File: config.mk
export PLATFORM = sky130hd
export DESIGN_NAME = calc2_port_driver
export DESIGN_NICKNAME = d
export VERILOG_FILES = /design/src/rtl/calc2_pkg.sv /design/src/rtl/calc2_tag_table.sv /design/src/rtl/calc2_port_driver.sv
export SDC_FILE = /design/constraint.sdc
export NUM_CORES = 1
export LEC_CHECK = 0
export ABC_AREA = 1
export CAP_MARGIN = 40
export CORE_AREA = 3 3 119 144
export DETAILED_ROUTE_END_ITERATION = 10
export DIE_AREA = 0 0 122 147
export DONT_BUFFER_PORTS = 1
export GPL_ROUTABILITY_DRIVEN = 0
export GPL_TIMING_DRIVEN = 0
export HOLD_SLACK_MARGIN = 0.06
export PLACE_DENSITY = 0.84
export SETUP_SLACK_MARGIN = 0.4
export SLEW_MARGIN = 20
export SYNTH_ARGS = -nofsm -noshare
export SYNTH_HDL_FRONTEND = slang
export SYNTH_SLANG_ARGS = --single-unit
File: constraint.sdc
create_clock -name c_clk -period 7.9 [get_ports c_clk]
set_input_delay 1.58 -clock c_clk [delete_from_list [all_inputs] [get_ports c_clk]]
set_output_delay 1.58 -clock c_clk [all_outputs]
set_load 0.05 [all_outputs]
File: src/rtl/calc2_pkg.sv
// rtl/calc2_pkg.sv - shared opcodes, response codes and state types for the calc2 port driver
package calc2_pkg;

  localparam int TAG_W = 2;

  localparam logic [3:0] CMD_ADD = 4'h1;
  localparam logic [3:0] CMD_SUB = 4'h2;
  localparam logic [3:0] CMD_SHL = 4'h5;
  localparam logic [3:0] CMD_SHR = 4'h6;

  localparam logic [1:0] RSP_NONE    = 2'd0;
  localparam logic [1:0] RSP_OK      = 2'd1;
  localparam logic [1:0] RSP_ERR     = 2'd2;
  localparam logic [1:0] RSP_TIMEOUT = 2'd3;

  typedef enum logic [1:0] {FREE, PEND, DONE} tag_state_t;
  typedef enum logic [1:0] {IDLE, OP1, OP2} send_state_t;

endpackage

File: src/rtl/calc2_tag_table.sv
// rtl/calc2_tag_table.sv - per-tag state/resp/data store with lowest-free/lowest-done pick
// Optional per-tag response timeout counters under CALC2_TIMEOUT_EN (TIMEOUT must be >= 2).
module calc2_tag_table
  import calc2_pkg::*;
#(
  parameter int DATA_W  = 32,
  parameter int TAG_N   = 4,
  parameter int TIMEOUT = 64
) (
  input  logic              clk,
  input  logic              reset,
  input  logic              alloc,
  input  logic              arm,
  input  logic [TAG_W-1:0]  arm_tag,
  input  logic [1:0]        cap_resp,
  input  logic [TAG_W-1:0]  cap_tag,
  input  logic [DATA_W-1:0] cap_data,
  input  logic              pop,
  output logic              any_free,
  output logic [TAG_W-1:0]  free_tag,
  output logic              any_done,
  output logic [TAG_W-1:0]  done_tag,
  output logic [1:0]        done_resp,
  output logic [DATA_W-1:0] done_data,
  output logic              spurious
);

  tag_state_t        state [TAG_N];
  logic [1:0]        resp  [TAG_N];
  logic [DATA_W-1:0] data  [TAG_N];
  logic              cap_hit;
  logic [TAG_N-1:0]  expire;

  assign cap_hit = (cap_resp != RSP_NONE) && (state[cap_tag] == PEND);

  // Descending scan so the lowest matching index is the last one written.
  always_comb begin
    any_free = 1'b0;
    free_tag = '0;
    any_done = 1'b0;
    done_tag = '0;
    for (int i = TAG_N - 1; i >= 0; i--) begin
      if (state[i] == FREE) begin
        any_free = 1'b1;
        free_tag = TAG_W'(i);
      end
      if (state[i] == DONE) begin
        any_done = 1'b1;
        done_tag = TAG_W'(i);
      end
    end
  end

  assign done_resp = any_done ? resp[done_tag] : RSP_NONE;
  assign done_data = any_done ? data[done_tag] : '0;

`ifdef CALC2_TIMEOUT_EN
  localparam int CNT_W = $clog2(TIMEOUT + 1);

  logic [CNT_W-1:0] cnt   [TAG_N];
  logic             armed [TAG_N];

  always_comb begin
    expire = '0;
    for (int i = 0; i < TAG_N; i++) begin
      expire[i] = armed[i] && (state[i] == PEND) && (cnt[i] == CNT_W'(TIMEOUT - 1));
    end
  end

  // Count starts at 1 on the op2 edge so expiry lands TIMEOUT cycles after the op2 cycle.
  always_ff @(posedge clk) begin
    for (int i = 0; i < TAG_N; i++) begin
      if (reset || state[i] != PEND) begin
        armed[i] <= 1'b0;
        cnt[i]   <= '0;
      end else if (arm && arm_tag == TAG_W'(i)) begin
        armed[i] <= 1'b1;
        cnt[i]   <= CNT_W'(1);
      end else if (armed[i]) begin
        cnt[i] <= cnt[i] + 1'b1;
      end
    end
  end
`else
  logic unused_timeout;
  assign expire         = '0;
  assign unused_timeout = ^{arm, arm_tag, TIMEOUT[0]};
`endif

  // Capture is written after expiry so a same-cycle response overrides the timeout.
  always_ff @(posedge clk) begin
    if (reset) begin
      for (int i = 0; i < TAG_N; i++) begin
        state[i] <= FREE;
        resp[i]  <= RSP_NONE;
        data[i]  <= '0;
      end
      spurious <= 1'b0;
    end else begin
      for (int i = 0; i < TAG_N; i++) begin
        if (expire[i]) begin
          state[i] <= DONE;
          resp[i]  <= RSP_TIMEOUT;
          data[i]  <= '0;
        end
      end
      if (alloc) state[free_tag] <= PEND;
      if (pop) state[done_tag] <= FREE;
      if (cap_hit) begin
        state[cap_tag] <= DONE;
        resp[cap_tag]  <= cap_resp;
        data[cap_tag]  <= cap_data;
      end else if (cap_resp != RSP_NONE) begin
        spurious <= 1'b1;
      end
    end
  end

endmodule

File: src/rtl/calc2_port_driver.sv
// rtl/calc2_port_driver.sv - host request engine serialising tagged commands onto one calc2 port
// Optional response timeout: define CALC2_TIMEOUT_EN.
module calc2_port_driver
  import calc2_pkg::*;
#(
  parameter int DATA_W  = 32,
  parameter int TAG_N   = 4,
  parameter int TIMEOUT = 64
) (
  input  logic              c_clk,
  input  logic              reset,
  input  logic              req_valid,
  output logic              req_ready,
  input  logic [3:0]        req_cmd,
  input  logic [DATA_W-1:0] req_op1,
  input  logic [DATA_W-1:0] req_op2,
  output logic              rsp_valid,
  input  logic              rsp_ready,
  output logic [1:0]        rsp_status,
  output logic [DATA_W-1:0] rsp_data,
  output logic [1:0]        rsp_tag,
  output logic [3:0]        calc_cmd_out,
  output logic [DATA_W-1:0] calc_data_out,
  output logic [1:0]        calc_tag_out,
  input  logic [1:0]        calc_resp_in,
  input  logic [DATA_W-1:0] calc_data_in,
  input  logic [1:0]        calc_tag_in,
  output logic              spurious_err
);

  send_state_t       state;
  logic [DATA_W-1:0] op2_q;
  logic              any_free;
  logic              any_done;
  logic [1:0]        free_tag;
  logic              accept;

  assign req_ready = ~reset & (state != OP1) & any_free;
  assign accept    = req_valid & req_ready;
  assign rsp_valid = any_done;

  // calc_tag_out keeps the allocated tag across OP1 and OP2.
  always_ff @(posedge c_clk) begin
    if (reset) begin
      state         <= IDLE;
      op2_q         <= '0;
      calc_cmd_out  <= '0;
      calc_data_out <= '0;
      calc_tag_out  <= '0;
    end else if (accept) begin
      state         <= OP1;
      op2_q         <= req_op2;
      calc_cmd_out  <= req_cmd;
      calc_data_out <= req_op1;
      calc_tag_out  <= free_tag;
    end else if (state == OP1) begin
      state         <= OP2;
      calc_cmd_out  <= '0;
      calc_data_out <= op2_q;
    end else begin
      state         <= IDLE;
      calc_cmd_out  <= '0;
      calc_data_out <= '0;
      calc_tag_out  <= '0;
    end
  end

  // A lower tag completing while a higher one waits takes over the presented slot.
  calc2_tag_table #(
    .DATA_W  (DATA_W),
    .TAG_N   (TAG_N),
    .TIMEOUT (TIMEOUT)
  ) u_tags (
    .clk       (c_clk),
    .reset     (reset),
    .alloc     (accept),
    .arm       (state == OP2),
    .arm_tag   (calc_tag_out),
    .cap_resp  (calc_resp_in),
    .cap_tag   (calc_tag_in),
    .cap_data  (calc_data_in),
    .pop       (any_done & rsp_ready),
    .any_free  (any_free),
    .free_tag  (free_tag),
    .any_done  (any_done),
    .done_tag  (rsp_tag),
    .done_resp (rsp_status),
    .done_data (rsp_data),
    .spurious  (spurious_err)
  );

endmodule

==> metrics.cfg <==
[timing]
max-slew-margin-rel = 0.554
rsz0062_at_grt = no
fin_setup_tns_ns = 0
worst_pin_slew_ns = 0.669
setup_ws_ns = 3.64
maxSlewViolCount = 0
fin_crit_sh = 0.540
setup_viol = 0
fin_crit_ns = 4.26
max_freq_mhz = 234
finalHoldViolCount = 0
skew_ns = 0.0108

[clock_tree]
h-tree-depth = 1
cts.sinks = 217
cts_buffer_depth = 3
cts_setup_buffers = 0
cts.clk_slew.worst_paths_ns = 0.06
clk_latency_ns = 0.49
cts_made_buffers = 21
cts-resized-gates = 0
root_buffer = clkbuf_16
hold_buffers = 0
cts_tree = done

[global_routing]
grt_util_all_layers = 0.243
overflow = 0
grt_first_pass_wirelength_mm = 35.0
grt_max_degree = 23
grt_pass1_vias = 7196
antenna_found_initial = 0

[die]
dieArea_mm2 = 0.0179
fp.coreArea_mm2 = 0.0157
die_w_um = 122
start_util = 0.599
fp.dieH_um = 147
io_pins = 185
row_count = 50

[place]
portBuffers = 0
place_area_mm2 = 0.00978
place_hpwl_mm = 15.3
pre_cts_ws_ns = 4.00

[run]
cap_violations = 0

[synth]
synth_nets = 1188
avgSynthCellArea_um2 = 8.71
yosysWarnings = 0
ys_seq_elements = 217
syn-cell-area_mm2 = 0.00941
yosysSeqAreaShare = 0.606
synth_cell_types = 26
synthesis.instances = 1080

[min_path]
hold_depth = 1
hold_path_class = flop to flop

[final_layout]
antenna_cells = 0
fin_util = 0.665
syn2layout_area_growth_pct = 10.9
nets = 1216
fin_area_mm2 = 0.0104
drive_gt1_frac = 0.0811

[detailed_routing]
wl_per_cell_um = 16.4
postRouteWirelength_mm = 21.8
drc_errors = 0
vias = 7229
drtPass1Iterations = 5
ant_nets = 0
via_per_inst = 5.44
drt_iter0_drc = 553

[power_and_ir_drop]
p_leak_uw = 0.00470
peakVddDrop_mv = 0.240
power_uw = 2420
p_per_area_mw_per_mm2 = 232

[worst_setup_path]
critical-path-top-delay-family = buffers and inverters
cpMostUsedCell = inv_1
slowest_delay_ns = 0.56
cp-endpoint = rsp_data[30]
cp_slowest_cell = clkbuf_1
worst-path-max-fanout = 9
regToRegEndpoint = u_tags.data[0][20]
crit_chain = inv_1, nor2_1, inv_1, nand2_1, nor2_1, clkinv_1, clkbuf_1, buf_6, nand2_1, inv_1
cp_num_buf_inv = 6
end_kind = output pin
r2r_slack_ns = 5.58
crit_type = flop to output pin
critPathRequiredTime_ns = 6.32
start_kind = flop
cp.depth = 10
reg2reg_depth = 10
arrival_ns = 2.68
critPathLaunch = u_tags.state[2][1]
r2r_start = u_tags.state[2][0]

[outcome]
outcome = finished clean

[stage by stage]
stage	hold WS, ns	cells
2_1_floorplan	0.398	1080
3_3_place_gp	0.407	1288
3_5_place_dp	0.412	1292
4_1_cts	0.421	1329
5_1_grt	0.439	1330
6_report	0.418	1330
[registers in the layout, indices dropped and copies added (netlist names)]
| signal | flops |
|---|---|
| u_tags.state | 8 |
| calc_cmd_out | 4 |
| calc_data_out | 32 |
| u_tags.data | 128 |
| u_tags.spurious | 1 |
| calc_tag_out | 2 |
| op2_q | 32 |
| state | 2 |
| u_tags.resp | 8 |
[worst min-delay path by stage]
stage / start / endpoint
2_1_floorplan: state[1] / state[1]
3_3_place_gp: state[1] / state[1]
3_5_place_dp: state[1] / state[1]
4_1_cts: state[1] / state[1]
5_1_grt: state[1] / state[1]
6_report: state[1] / state[1]
[cell usage in the layout (no fill, tap or decap), drive strengths merged]
cell type and instances:
buf 45, nor3 1, clkbuf 54, edfxtp 136, nand4 3, a21boi 1, nor2 168, nand2 275
nand3 168, o21ai 22, inv 133, dfxtp 81, a21oi 32, clkinv 3
[power by group]
group	internal [uW]	switching, uW
combinational	46.0	141
clock	538	394
sequential	1250	49.1
total	1840	584
[kinds of logic after synthesis]
family | count (synthesis) | share of synthesized area
AOI/OAI and AO/OA | 55 | 0.0299
buffers and inverters | 193 | 0.0866
DFF | 217 | 0.606
and+or+nand+nor | 615 | 0.277
[final cells by class]
| class | instances | area (um^2) |
|---|---|---|
| clock buffer | 32 | 618 |
| multi-input combinational | 670 | 2900 |
| tap | 208 | 260 |
| fill | 1258 | 5270 |
| timing repair buffer | 5 | 114 |
| sequential | 217 | 5710 |
| clock inverter | 5 | 23.8 |
| buffer | 62 | 320 |
| inverter | 131 | 494 |
[layer usage]
layer,track usage,part of all wire,vias up
met2,0.423,0.51,330
met5,0,0,-
met4,0.0942,0.029,0
met3,0.0524,0.078,48
met1,0.292,0.39,3349
li1,-,-,3502
[synth_stat cells]
cell type | instances | area, um^2
buf_6 | 6 | 67.6
nand2_1 | 271 | 1020
clkbuf_1 | 22 | 82.6
inv_2 | 5 | 18.8
nor3_1 | 1 | 5.00
o21ai_2 | 1 | 8.76
buf_4 | 4 | 30.0
buf_2 | 22 | 110
buf_1 | 8 | 30.0
nand3_4 | 1 | 17.5
nand4_1 | 2 | 12.5
inv_4 | 1 | 6.26
o21ai_0 | 21 | 105
nand2_4 | 2 | 22.5
edfxtp_1 | 136 | 4080
clkinv_1 | 1 | 3.75
dfxtp_1 | 81 | 1620
nor2_1 | 157 | 589
a21oi_1 | 32 | 160
nand4_2 | 1 | 12.5
nand2_2 | 2 | 12.5
nor2_2 | 8 | 50.1
nand3_1 | 167 | 836
inv_1 | 124 | 465
a21boi_0 | 1 | 7.51
nor2_4 | 3 | 33.8
No activity file was read; power rests on OpenSTA's default activity.
